`src/rtl/rs_test_pkg.sv`:
```
// Shared constants for the Reed-Solomon link test bench sources.
// PRBS tap masks are Fibonacci-style: bit k set means state[k] feeds the XOR.
package rs_test_pkg;

  localparam logic [6:0]  PRBS7_TAPS       = 7'h60;      // x^7  + x^6  + 1
  localparam logic [14:0] PRBS15_TAPS      = 15'h6000;   // x^15 + x^14 + 1
  localparam logic [22:0] PRBS23_TAPS      = 23'h420000; // x^23 + x^18 + 1
  localparam logic [14:0] DEFAULT_SEED     = 15'h0001;
  localparam int          DEFAULT_SYM_W    = 4;
  localparam int          DEFAULT_DIV_HALF = 4;

endpackage

```
`src/rtl/bit_clk_divider.sv`:
```
// Slow bit-clock generator with a prime cycle and a falling-edge advance strobe.
// o_advance is combinational so the LFSR advances in the same cycle the clock falls.
module bit_clk_divider #(
  parameter int DIV_HALF = 4
) (
  input  logic clk,
  input  logic rst,
  input  logic i_en,
  input  logic i_clear,
  output logic o_bit_clk,
  output logic o_advance
);

  localparam int CW = (DIV_HALF > 1) ? $clog2(DIV_HALF) : 1;
  localparam logic [CW-1:0] CNT_LAST = CW'(DIV_HALF - 1);

  logic [CW-1:0] r_cnt;
  logic          r_bit_clk;
  logic          r_prime;
  logic          w_wrap;

  assign w_wrap    = (r_cnt == CNT_LAST);
  assign o_bit_clk = r_bit_clk;

  // Advance on the prime cycle or on a high-to-low toggle; clear always wins.
  assign o_advance = i_en & ~i_clear & (r_prime | (w_wrap & r_bit_clk));

  always_ff @(posedge clk or posedge rst) begin
    if (rst) begin
      r_cnt     <= '0;
      r_bit_clk <= 1'b0;
      r_prime   <= 1'b1;
    end else if (i_clear) begin
      r_cnt     <= '0;
      r_bit_clk <= 1'b0;
      r_prime   <= 1'b1;
    end else if (i_en) begin
      if (r_prime) begin
        r_prime <= 1'b0;
      end else if (w_wrap) begin
        r_cnt     <= '0;
        r_bit_clk <= ~r_bit_clk;
      end else begin
        r_cnt <= r_cnt + 1'b1;
      end
    end
  end

endmodule

```
`src/rtl/prbs_bit_source.sv`:
```
// PRBS bit source: Fibonacci LFSR clocked by a slow bit clock, plus a symbol packer.
// o_dbg_state exposes the LFSR state for checkers and bring-up.
module prbs_bit_source
  import rs_test_pkg::*;
#(
  parameter int                DIV_HALF = DEFAULT_DIV_HALF,
  parameter int                LFSR_W   = 15,
  parameter logic [LFSR_W-1:0] TAPS     = PRBS15_TAPS,
  parameter logic [LFSR_W-1:0] SEED     = DEFAULT_SEED,
  parameter int                SYM_W    = DEFAULT_SYM_W
) (
  input  logic              clk,
  input  logic              rst,
  input  logic              en,
  input  logic              load_seed,
  input  logic [LFSR_W-1:0] seed_in,
  output logic              bit_out,
  output logic              bit_clk_out,
  output logic [SYM_W-1:0]  sym_out,
  output logic              sym_valid,
  output logic [LFSR_W-1:0] o_dbg_state
);

  localparam int PCW = (SYM_W > 1) ? $clog2(SYM_W) : 1;
  localparam logic [PCW-1:0] PACK_LAST = PCW'(SYM_W - 1);

  logic [LFSR_W-1:0] r_state;
  logic              r_bit;
  logic [SYM_W-1:0]  r_shift;
  logic [SYM_W-1:0]  r_sym;
  logic              r_sym_valid;
  logic [PCW-1:0]    r_pack_cnt;

  logic              w_advance;
  logic              w_fb;
  logic [SYM_W-1:0]  w_sym_next;

  bit_clk_divider #(
    .DIV_HALF (DIV_HALF)
  ) u_div (
    .clk       (clk),
    .rst       (rst),
    .i_en      (en),
    .i_clear   (load_seed),
    .o_bit_clk (bit_clk_out),
    .o_advance (w_advance)
  );

  assign w_fb       = ^(r_state & TAPS);
  assign w_sym_next = {r_shift[SYM_W-2:0], w_fb};

  always_ff @(posedge clk or posedge rst) begin
    if (rst) begin
      r_state     <= SEED;
      r_bit       <= 1'b0;
      r_shift     <= '0;
      r_sym       <= '0;
      r_sym_valid <= 1'b0;
      r_pack_cnt  <= '0;
    end else begin
      r_sym_valid <= 1'b0;
      if (load_seed) begin
        // An all-zero seed would lock the LFSR, so it is replaced by 1.
        r_state    <= (seed_in == '0) ? LFSR_W'(1) : seed_in;
        r_shift    <= '0;
        r_pack_cnt <= '0;
      end else if (w_advance) begin
        r_state <= {r_state[LFSR_W-2:0], w_fb};
        r_bit   <= w_fb;
        r_shift <= w_sym_next;
        if (r_pack_cnt == PACK_LAST) begin
          r_sym       <= w_sym_next;
          r_sym_valid <= 1'b1;
          r_pack_cnt  <= '0;
        end else begin
          r_pack_cnt <= r_pack_cnt + 1'b1;
        end
      end
    end
  end

  assign bit_out     = r_bit;
  assign sym_out     = r_sym;
  assign sym_valid   = r_sym_valid;
  assign o_dbg_state = r_state;

endmodule

```
`config.mk`:
```
export PLATFORM = sky130hd
export DESIGN_NAME = prbs_bit_source
export DESIGN_NICKNAME = d
export VERILOG_FILES = /design/src/rtl/rs_test_pkg.sv /design/src/rtl/bit_clk_divider.sv /design/src/rtl/prbs_bit_source.sv
export SDC_FILE = /design/constraint.sdc
export NUM_CORES = 1
export LEC_CHECK = 0
export ABC_AREA = 1
export ABC_CLOCK_PERIOD_IN_PS = 4100
export CORE_ASPECT_RATIO = 1.75
export CORE_MARGIN = 1
export CORE_UTILIZATION = 40
export DETAILED_ROUTE_END_ITERATION = 6
export GPL_TIMING_DRIVEN = 0
export PLACE_DENSITY_LB_ADDON = 0.25
export SYNTH_ARGS = -nofsm -noshare
export SYNTH_HDL_FRONTEND = slang
export SYNTH_SLANG_ARGS = --single-unit
```
`constraint.sdc`:
```
create_clock -name clk -period 4.1 [get_ports clk]
set_clock_uncertainty 0.2 [all_clocks]
set_input_delay 1.025 -clock clk [delete_from_list [all_inputs] [get_ports clk]]
set_output_delay 1.025 -clock clk [all_outputs]
set_load 0.02 [all_outputs]
```
==> flow_metrics.env <==
export IMPL_outcome="completed"
export IMPL_final_period_minus_worst_setup_slack_ns=2.681
export IMPL_detail_route_first_pass_iterations=4
export IMPL_via_count_of_the_first_global_routing_pass=1289
export IMPL_critical_path_data_required_time_ns=2.87
export IMPL_layout_commonest_cell="nand2_1"
export IMPL_drtAntennaViolNets=0
export IMPL_tightestPinTransition_ns=1.106
export IMPL_timing_critical_path_cells="clkdlybuf4s50_1"
export IMPL_cts_tree="done"
export IMPL_worstSetupStartpoint="o_dbg_state[0]"
export IMPL_wirelength_um=3202
export IMPL_hpwlAfterDp_um=2393
export IMPL_detail_route_iter0_violations=30
export IMPL_ant_diodes=0
export IMPL_antenna_found_initial=0
export IMPL_place_congestion=0.7509
export IMPL_clkPwrFrac_pct=33.3
export IMPL_htreeDepth=2
export IMPL_tritoncts_num_buffers=5
export IMPL_area_delta_synth_final_pct=38.80
export IMPL_layout_cells_most_common_list="nand2_1 (64), clkdlybuf4s50_1 (39), dfrtp_1 (28), nor2_1 (15), inv_1 (11)"
export IMPL_power_leakage_nw=0.9651
export IMPL_core_region_area_um2=3398
export IMPL_r2r_start="u_div.r_cnt[0]"
export IMPL_start_util_pct=42.23
export IMPL_vdd_drop_max_v=0.0002265
export IMPL_cts_hold_buf=0
export IMPL_clk_pin_slew_worst_paths_ns=0.06
export IMPL_detailroute_via_count=1284
export IMPL_routedWlPerCell_um=12.41
export IMPL_number_of_storage_elements_in_the_synthesis_netlist=30
export IMPL_cell_internal_pwr_mw=0.5953
export IMPL_post_synth_instance_area_um2=1435
export IMPL_synth_cell_types=26
export IMPL_power_density_nw_per_um2=418.7
export IMPL_design_die_area_um2=3841
export IMPL_timing_setup_critical_path_class="reg2out"
export IMPL_placementRows=28
export IMPL_ioPinCount=41
export IMPL_yosysWarningCount=0
export IMPL_number_of_remaining_drc_errors=0
export IMPL_timing_hold_worst_start="sym_out[3]"
export IMPL_grt_setup_unrepaired="false"
export IMPL_finish_utilization_pct=58.62
export IMPL_highest_cell_delay_on_the_worst_timing_path_ns=0.62
export IMPL_grt_first_pass_wirelength_um=5513
export IMPL_grt_overflow_total=0
export IMPL_postCtsResizedCells=0
export IMPL_slowest_stage="clkdlybuf4s50_1"
export IMPL_cp_buffers_inverters=1
export IMPL_cts_max_path_buffers=2
export IMPL_p_sw_share_pct=28.62
export IMPL_synthesis_nets=187
export IMPL_crit_arrival_ns=1.46
export IMPL_cp_start_kind="register"
export IMPL_yosysSeqAreaShare_pct=52.48
export IMPL_worst_path_dominant_cell_family="buffers and inverters"
export IMPL_setup_violations=0
export IMPL_power_frac_seq_pct=43.3
export IMPL_syn_instance_count=166
export IMPL_p_switching_mw=0.2386
export IMPL_grt_start_max_net_pins=31
export IMPL_mean_instance_size_in_the_synthesized_netlist_um2=8.645
export IMPL_timing_critical_path_to_type="output port"
export IMPL_fin_setup_tns_ns=0
export IMPL_grt_usage_pct=20.38
export IMPL_fin_nets=233
export IMPL_fmax_mhz=373.0
export IMPL_clk_insertion_delay_late_ns=0.28
export IMPL_timing_critical_path_fanout_max=3
export IMPL_final_min_period_over_clock_period_pct=65.40
export IMPL_cts_sink_count=30
export IMPL_floorplan_die_width_um=47.28
export IMPL_pwr_share_comb_pct=23.4
export IMPL_timing_slew_headroom_pct=26.18
export IMPL_die_height_um=81.24
export IMPL_post_route_cells_drive_above_1_share_pct=14.08
export IMPL_max_cap_violations=0
export IMPL_timing_hold_violations_final=0
export IMPL_hold_class="reg2reg"
export IMPL_clk_root_buffer_cell="clkbuf_8"
export IMPL_maxSlewViolCount=0
export IMPL_postCtsSetupRepairBufs=0
export IMPL_io_port_bufs=39
export IMPL_drt_vias_per_instance=4.977
layer usage:
layer	vias to the layer above	GRT usage (%)	share of wire, %
li1	618	-	-
met1	613	21.54	39
met2	43	34.25	53
met4	0	10.86	2.7
met5	-	0	0
met3	10	6.222	5.2
power by group through the flow:
| stage | clock [mW] | combinational [mW] | sequential, mW |
|---|---|---|---|
| after floorplan | 0 | 0.0734 | 0.395 |
| after global placement | 0 | 0.192 | 0.363 |
| after detailed placement | 0 | 0.197 | 0.366 |
| after CTS | 0.285 | 0.198 | 0.361 |
| after global routing | 0.298 | 0.215 | 0.366 |
| final | 0.278 | 0.195 | 0.361 |
layout make-up:
type | instances | area (µm²)
buffer | 4 | 41.29
clock buffer | 8 | 110.1
fill | 328 | 1406
inverter | 16 | 63.81
multi-input combinational | 116 | 576.8
sequential | 30 | 753.2
tap | 45 | 56.30
timing repair buffer | 39 | 390.4
flip-flops by register name, summed over array words and instances (netlist names):
| name | cells |
|---|---|
| u_div.o_bit_clk | 1 |
| o_dbg_state | 15 |
| u_div.r_cnt | 2 |
| sym_valid | 1 |
| r_pack_cnt | 2 |
| sym_out | 4 |
| u_div.r_prime | 1 |
| bit_out | 1 |
| r_shift | 3 |
cell families after synthesis:
| group | after synthesis | synth area share, % |
|---|---|---|
| and+or+nand+nor | 98 | 31.30 |
| DFF | 30 | 52.48 |
| adders and majority gates | 2 | 1.743 |
| AOI/OAI and AO/OA | 15 | 6.538 |
| buffers and inverters | 20 | 7.323 |
| xor gates and xnor gates | 1 | 0.6104 |
final timing paths:
| check | to | slack, ns | cells past startpoint |
|---|---|---|---|
| worst max-delay path | o_dbg_state[0] | 1.42 | 1 |
| worst min-delay path | sym_out[3] | 0.28 | 2 |
| worst max register to register | o_dbg_state[5] | 2.42 | 8 |
| worst min register to register | sym_out[3] | 0.28 | 2 |
| max in group asynchronous | o_dbg_state[8] | 1.91 | 2 |
| min in group asynchronous | r_shift[1] | 1.12 | 2 |
cells in the mapped netlist (all sizes together):
| library cell | count | share of area, % |
|---|---|---|
| a21oi | 3 | 1.0 |
| buf | 3 | 2.6 |
| clkbuf | 1 | 0.26 |
| clkinv | 1 | 0.35 |
| dfrtp | 28 | 49 |
| dfstp | 2 | 3.7 |
| ha | 2 | 1.7 |
| inv | 15 | 4.1 |
| nand2 | 67 | 20 |
| nand3 | 11 | 5.2 |
| nand4 | 2 | 0.87 |
| nor2 | 16 | 4.7 |
| nor3 | 1 | 0.35 |
| o211ai | 2 | 1.0 |
| o21ai | 8 | 3.6 |
| o22ai | 2 | 0.87 |
| or2 | 1 | 0.44 |
| xor2 | 1 | 0.61 |
worst register-to-register path, cell delays in order, from the launching register on:
cell and delay [ns]:
dfrtp_1 0.39, ha_1 0.22, nand2_1 0.09, nand2_1 0.12
nand2_4 0.15, inv_2 0.10, buf_8 0.15, nand2_1 0.09
nand3_2 0.07
metrics by stage:
step | std cells | setup WS (ns) | hold WS, ns | power, mW | instance area [µm²]
final | 258 | 1.419 | 0.2834 | 0.8340 | 1992
after global routing | 258 | 1.372 | 0.3013 | 0.8781 | 1992
after CTS | 258 | 1.408 | 0.2806 | 0.8430 | 1992
after detailed placement | 250 | 1.448 | 0.2738 | 0.5622 | 1882
after global placement | 250 | 1.483 | 0.2569 | 0.5555 | 1882
after floorplan | 166 | 2.076 | 0.2459 | 0.4682 | 1435
No activity file was read; power rests on OpenSTA's default activity.
